### config.mk
export PLATFORM = sky130hd
export DESIGN_NAME = mod_memmgr_flat
export DESIGN_NICKNAME = d
export VERILOG_FILES = /design/src/rtl/mod_memmgr_if.sv /design/src/rtl/mod_memmgr.sv /design/src/flat_wrapper.sv
export SDC_FILE = /design/constraint.sdc
export NUM_CORES = 1
export LEC_CHECK = 0
export BUFFER_PORTS_ARGS = -buffer_cell sky130_fd_sc_hd__buf_2
export CORE_MARGIN = 8
export CORE_UTILIZATION = 40
export CTS_CLUSTER_DIAMETER = 30
export DETAILED_ROUTE_END_ITERATION = 10
export HOLD_SLACK_MARGIN = 0.02
export SLEW_MARGIN = 20
export SYNTH_ARGS = -nofsm -noshare
export SYNTH_HDL_FRONTEND = slang
export SYNTH_SLANG_ARGS = --single-unit
### constraint.sdc
create_clock -name clk_i -period 2.4 [get_ports clk_i]
set_input_delay 0.48 -clock clk_i [delete_from_list [all_inputs] [get_ports clk_i]]
set_output_delay 0.48 -clock clk_i [all_outputs]
set_load 0.1 [all_outputs]
### src/rtl/mod_memmgr_if.sv
// Request/complete handshake and write-data view between the hash controller and mod_memmgr.
interface mod_memmgr_if;
    logic        copy_rom;
    logic        copy_rom_complete;
    logic [31:0] data;

    modport master (
        output copy_rom,
        input  copy_rom_complete,
        input  data
    );

    modport slave (
        input  copy_rom,
        output copy_rom_complete,
        output data
    );
endinterface

### src/rtl/mod_memmgr.sv
// Copies the SHA-256 IV/round-constant ROM into a 128-word byte-banked working RAM.
// Optional MEMMGR_CLEAR_EN: also zero RAM words 72..127 before signalling completion.
module mod_memmgr (
    input  logic         clk_i,
    input  logic         rst_ni,
    mod_memmgr_if.slave  bus
);

    localparam int unsigned RomDepth = 72;

`ifdef MEMMGR_CLEAR_EN
    localparam logic [6:0] LastAddr = 7'd127;
`else
    localparam logic [6:0] LastAddr = 7'd71;
`endif

    // H0..H7 followed by K[0]..K[63].
    localparam logic [31:0] Rom [RomDepth] = '{
        32'h6a09e667, 32'hbb67ae85, 32'h3c6ef372, 32'ha54ff53a,
        32'h510e527f, 32'h9b05688c, 32'h1f83d9ab, 32'h5be0cd19,
        32'h428a2f98, 32'h71374491, 32'hb5c0fbcf, 32'he9b5dba5,
        32'h3956c25b, 32'h59f111f1, 32'h923f82a4, 32'hab1c5ed5,
        32'hd807aa98, 32'h12835b01, 32'h243185be, 32'h550c7dc3,
        32'h72be5d74, 32'h80deb1fe, 32'h9bdc06a7, 32'hc19bf174,
        32'he49b69c1, 32'hefbe4786, 32'h0fc19dc6, 32'h240ca1cc,
        32'h2de92c6f, 32'h4a7484aa, 32'h5cb0a9dc, 32'h76f988da,
        32'h983e5152, 32'ha831c66d, 32'hb00327c8, 32'hbf597fc7,
        32'hc6e00bf3, 32'hd5a79147, 32'h06ca6351, 32'h14292967,
        32'h27b70a85, 32'h2e1b2138, 32'h4d2c6dfc, 32'h53380d13,
        32'h650a7354, 32'h766a0abb, 32'h81c2c92e, 32'h92722c85,
        32'ha2bfe8a1, 32'ha81a664b, 32'hc24b8b70, 32'hc76c51a3,
        32'hd192e819, 32'hd6990624, 32'hf40e3585, 32'h106aa070,
        32'h19a4c116, 32'h1e376c08, 32'h2748774c, 32'h34b0bcb5,
        32'h391c0cb3, 32'h4ed8aa4a, 32'h5b9cca4f, 32'h682e6ff3,
        32'h748f82ee, 32'h78a5636f, 32'h84c87814, 32'h8cc70208,
        32'h90befffa, 32'ha4506ceb, 32'hbef9a3f7, 32'hc67178f2
    };

    typedef enum logic [1:0] {StIdle, StCopy, StDone} state_e;

    state_e      state_q;
    logic [6:0]  counter_q;
    logic        complete_q;
    logic [31:0] data_q;
    logic        wr_en;
    logic [31:0] wr_word;

    always_comb begin
        wr_en = (state_q == StCopy);
`ifdef MEMMGR_CLEAR_EN
        wr_word = (counter_q < 7'(RomDepth)) ? Rom[counter_q] : 32'h0;
`else
        wr_word = Rom[counter_q];
`endif
    end

    always_ff @(posedge clk_i or negedge rst_ni) begin
        if (!rst_ni) begin
            state_q    <= StIdle;
            counter_q  <= 7'd0;
            complete_q <= 1'b0;
            data_q     <= 32'h0;
        end else begin
            unique case (state_q)
                StIdle: begin
                    counter_q  <= 7'd0;
                    complete_q <= 1'b0;
                    if (bus.copy_rom) begin
                        state_q <= StCopy;
                    end
                end
                StCopy: begin
                    data_q <= wr_word;
                    // Park the counter at 0 on the last write so it never wraps.
                    if (counter_q == LastAddr) begin
                        counter_q  <= 7'd0;
                        complete_q <= 1'b1;
                        state_q    <= StDone;
                    end else begin
                        counter_q <= counter_q + 7'd1;
                    end
                end
                StDone: begin
                    complete_q <= 1'b1;
                    if (!bus.copy_rom) begin
                        complete_q <= 1'b0;
                        state_q    <= StIdle;
                    end
                end
                default: begin
                    state_q <= StIdle;
                end
            endcase
        end
    end

    assign bus.copy_rom_complete = complete_q;
    assign bus.data              = data_q;

    // Working RAM: four byte lanes, bank_1 carries the most significant byte. Never reset.
    if (1'b1) begin : ram
        if (1'b1) begin : bank_1
            logic [7:0] buffer [0:127];
            always_ff @(posedge clk_i) begin
                if (wr_en) buffer[counter_q] <= wr_word[31:24];
            end
        end
        if (1'b1) begin : bank_2
            logic [7:0] buffer [0:127];
            always_ff @(posedge clk_i) begin
                if (wr_en) buffer[counter_q] <= wr_word[23:16];
            end
        end
        if (1'b1) begin : bank_3
            logic [7:0] buffer [0:127];
            always_ff @(posedge clk_i) begin
                if (wr_en) buffer[counter_q] <= wr_word[15:8];
            end
        end
        if (1'b1) begin : bank_4
            logic [7:0] buffer [0:127];
            always_ff @(posedge clk_i) begin
                if (wr_en) buffer[counter_q] <= wr_word[7:0];
            end
        end
    end

endmodule

### src/flat_wrapper.sv
// flat-port wrapper written by rule: the top's interface ports become plain ports
module mod_memmgr_flat 
  (clk_i, rst_ni, bus_copy_rom, bus_copy_rom_complete, bus_data);
  mod_memmgr_if bus_i ();
  input  logic clk_i;
  input  logic rst_ni;
  input wire logic [$bits(bus_i.copy_rom)-1:0] bus_copy_rom;
  output wire logic [$bits(bus_i.copy_rom_complete)-1:0] bus_copy_rom_complete;
  output wire logic [$bits(bus_i.data)-1:0] bus_data;
  assign bus_i.copy_rom = bus_copy_rom;
  assign bus_copy_rom_complete = bus_i.copy_rom_complete;
  assign bus_data = bus_i.data;
  mod_memmgr u_core (.clk_i(clk_i), .rst_ni(rst_ni), .bus(bus_i));
endmodule
==> flow_metrics.py <==
metrics = {
    "worst_setup_path": {
        "critPathRequiredTime_ps": 2620,
        "cp-start-kind": "flop",
        "regToRegSetupSlack_ps": -20,
        "cp-end-kind": "flop",
        "crit_fanout": 24,
        "cp.arrival_ps": 2650,
        "path_class": "reg -> reg",
    },
    "logic_synthesis": {
        "synth_area_leaders": "dfrtp_1 21%, o21ai_0 6.9%, a21oi_1 5.9%, ha_1 5.9%, nand2_1 5.3%",
        "synth_flop_cell": "dfrtp_1",
        "syn_inst": 729,
        "synth-seq-cells": 42,
        "synth_edf_count": 0,
        "synth_area_um2": 5100,
        "synth-async-reset-ratio": 1.00,
        "synth_seq_area_share": 0.206,
        "yosysWarnings": 0,
        "post_synth.cell_area_avg_um2": 6.99,
        "synth_largest_area_cell": "dfrtp_1",
        "synth_top_area_frac": 0.206,
        "syn_nets": 756,
        "synth_cell_type_count": 66,
    },
    "route": {
        "drt_first_iter_violations": 1492,
        "final_antenna_net_count": 0,
        "routed-via-count": 6861,
        "dr.pass1.iters": 6,
        "drt-total-wl_um": 29300,
        "wl_per_cell_um": 30.2,
        "viasPerCell": 7.07,
        "drc_errors": 0,
    },
    "power": {
        "power_frac_comb": 0.783,
        "leakage_nw": 2.39,
        "seqPwrFrac": 0.131,
        "p_total_mw": 9.54,
        "ir_drop_mv": 0.687,
        "power_per_cell_area_nw_per_um2": 1540,
        "power.internal_mw": 3.56,
        "p_clk_frac": 0.086,
        "switching_power_mw": 5.98,
        "swShare": 0.627,
    },
    "global_route": {
        "grt_antenna_before_repair": 1,
        "grt_max_degree": 44,
        "grt_first_pass_wirelength_um": 43000,
        "overflow": 0,
        "grt_pass1_vias": 6485,
        "grt_usage": 0.350,
    },
    "status": {
        "status": "finished with violations",
        "violations": "setup timing",
    },
    "clocking": {
        "cts_tree": "built",
        "postCtsSetupRepairBufs": 0,
        "clk_path_buf_depth": 2,
        "cts.clk_slew.worst_paths_ps": 70,
        "insertion_delay_ps": 300,
        "ctsRootBufferMaster": "clkbuf_16",
        "cts-htree-levels": 2,
        "cts-buffers-inserted": 5,
        "clock_sinks": 42,
    },
    "timing": {
        "rsz0062_at_grt": "no",
        "hold_violations": 0,
        "max_freq_mhz": 413,
        "finalClockSkew_ps": 6.54,
        "slew_viol_final": 0,
        "tightestPinTransition_ps": 603,
        "fin_ws_ps": -21.2,
        "post-route-period-util": 1.01,
        "setup_tns_ps": -21.2,
        "setup_viol": 1,
        "fin_crit_ps": 2420,
        "slew_headroom": 0.597,
    },
    "hold_path": {
        "min_path_type": "in -> async",
    },
    "cells_and_area": {
        "area.growth.synth_to_final_pct": 21.4,
        "final_nets": 824,
        "design_area_um2": 6190,
        "drive_above_1_share": 0.203,
        "final_cell_count_no_fill": 970,
        "insertedDiodeCount": 0,
        "num-fill-cells": 1301,
    },
    "floorplanning": {
        "dieWidth_um": 129,
        "die-area_um2": 16600,
        "rows": 41,
        "start_util": 0.407,
        "fp.dieH_um": 129,
        "pin_count": 36,
        "core_um2": 12500,
    },
    "place": {
        "placed_area_um2": 6000,
        "dp_hpwl_um": 21500,
        "gp_congestion": 1.12,
        "dp_cells": 962,
        "numPortBuffers": 35,
    },
    "job": {
        "maxCapViolCount": 0,
    },
}
[final cells by class]
cell class | count | area (um^2) | share of cell area
flip-flops and latches | 42 | 1060 | 0.171
repair buffers | 140 | 1050 | 0.170
well taps | 172 | 215 | 0.0348
multi-input cells | 588 | 3620 | 0.585
clock buffers | 5 | 125 | 0.0202
inverters | 20 | 75.1 | 0.0121
clock inverters | 3 | 40.0 | 0.00647
[final timing paths]
check | cells past startpoint | from | to
max | 7 | u_core.counter_q[3]$_DFFE_PN0P_ | u_core.bus.data[30]$_DFFE_PN0P_
min | 1 | rst_ni | u_core.bus.data[14]$_DFFE_PN0P_
max reg2reg | 7 | u_core.counter_q[3]$_DFFE_PN0P_ | u_core.bus.data[30]$_DFFE_PN0P_
min reg2reg | 1 | u_core.bus.data[22]$_DFFE_PN0P_ | u_core.bus.data[22]$_DFFE_PN0P_
max in group asynchronous | 2 | rst_ni | u_core.bus.data[13]$_DFFE_PN0P_
min in group clk_i | 1 | u_core.bus.data[22]$_DFFE_PN0P_ | u_core.bus.data[22]$_DFFE_PN0P_
[per-stage QoR]
step                      utilization  setup slack [ps]  hold slack (ps)
final                           0.495             -21.2              182
after detailed placement        0.479               115              492
after floorplan                     -              13.8              184
after CTS                       0.493              86.0              194
after global placement          0.479              67.9              482
after global routing            0.495              24.0              221
[routing by layer]
metal	track usage	share of wire	wire length (um)
met2	0.519	0.42	12400
met1	0.443	0.38	11200
met5	0	0.00051	15
met3	0.120	0.14	3980
met4	0.176	0.058	1700
[placed cells by master, fill, tap and decap left out, types with 5 or more instances in the layout]
master,Yosys,layout
a311oi_1,9,8
clkbuf_16,0,5
nand2_1,72,72
nor2_1,60,60
o21ai_1,13,13
a221oi_1,5,5
o21ai_0,70,70
buf_2,32,35
nor2b_1,21,21
nand2b_1,29,29
o211ai_1,8,8
o22ai_1,15,15
inv_1,19,19
and2_1,7,7
a21oi_1,60,60
o311ai_1,7,7
ha_1,24,23
buf_4,5,98
o221ai_1,11,11
nor3_1,18,18
a211oi_1,17,16
dfrtp_1,42,38
buf_12,0,7
nand3_1,16,16
o2111ai_1,6,6
o31ai_1,7,7
a31oi_1,27,27
[sequential cells by signal, indices dropped and copies added (netlist names)]
register,count
u_core.bus.data,32
u_core.counter_q,7
u_core.state_q,2
u_core.bus.copy_rom_complete,1
[critical path: stages, from the launching register on]
cell      delay (ps)
dfrtp_4          630
buf_4            270
buf_4            180
nor2_1           350
nand3b_1         160
o21ai_0          100
mux4_2           490
a21oi_1          150
[synthesized netlist by cell type, drive strengths merged, types with 4 or more instances]
master and instances:
o21ai 83, nand2 72, a21oi 60, nor2 60, buf 49, dfrtp 42, clkbuf 30, nand2b 29
a31oi 27, ha 24, nor2b 21, inv 20, nor3 18, a211oi 17, nand3 16, o22ai 15
o221ai 11, a311oi 9, o311ai 9, o211ai 8, and2 7, o31ai 7, o2111ai 6, a221oi 5
a211o 4, a21boi 4, a21o 4, a22oi 4, a311o 4, a41oi 4, nand3b 4, o2bb2ai 4
or3 4
[power by group through the flow]
stage | logic (mW) | registers, mW | clock network [mW]
after floorplan | 2.90 | 2.98 | 0
after global placement | 7.18 | 1.23 | 0
after detailed placement | 7.15 | 1.25 | 0
after CTS | 7.17 | 1.23 | 0.821
after global routing | 7.72 | 1.27 | 0.854
final | 7.47 | 1.25 | 0.822
[cells by family after synthesis]
logic type                 after synthesis  synth area share
and+or+nand+nor                        249             0.237
xor gates and xnor gates                 1           0.00172
AOI/OAI and AO/OA                      308             0.394
buffers and inverters                   99            0.0874
muxes                                    6            0.0147
DFF                                     42             0.206
adders and majority gates               24            0.0589
[timing repair]
| item | in CTS | in global routing |
|---|---|---|
| hold buffers | 0 | 0 |
| setup endpoints to repair | 0 | 7 |
| resized for setup | 0 | 5 |
Note: power is estimated with default switching activity, not from simulation.
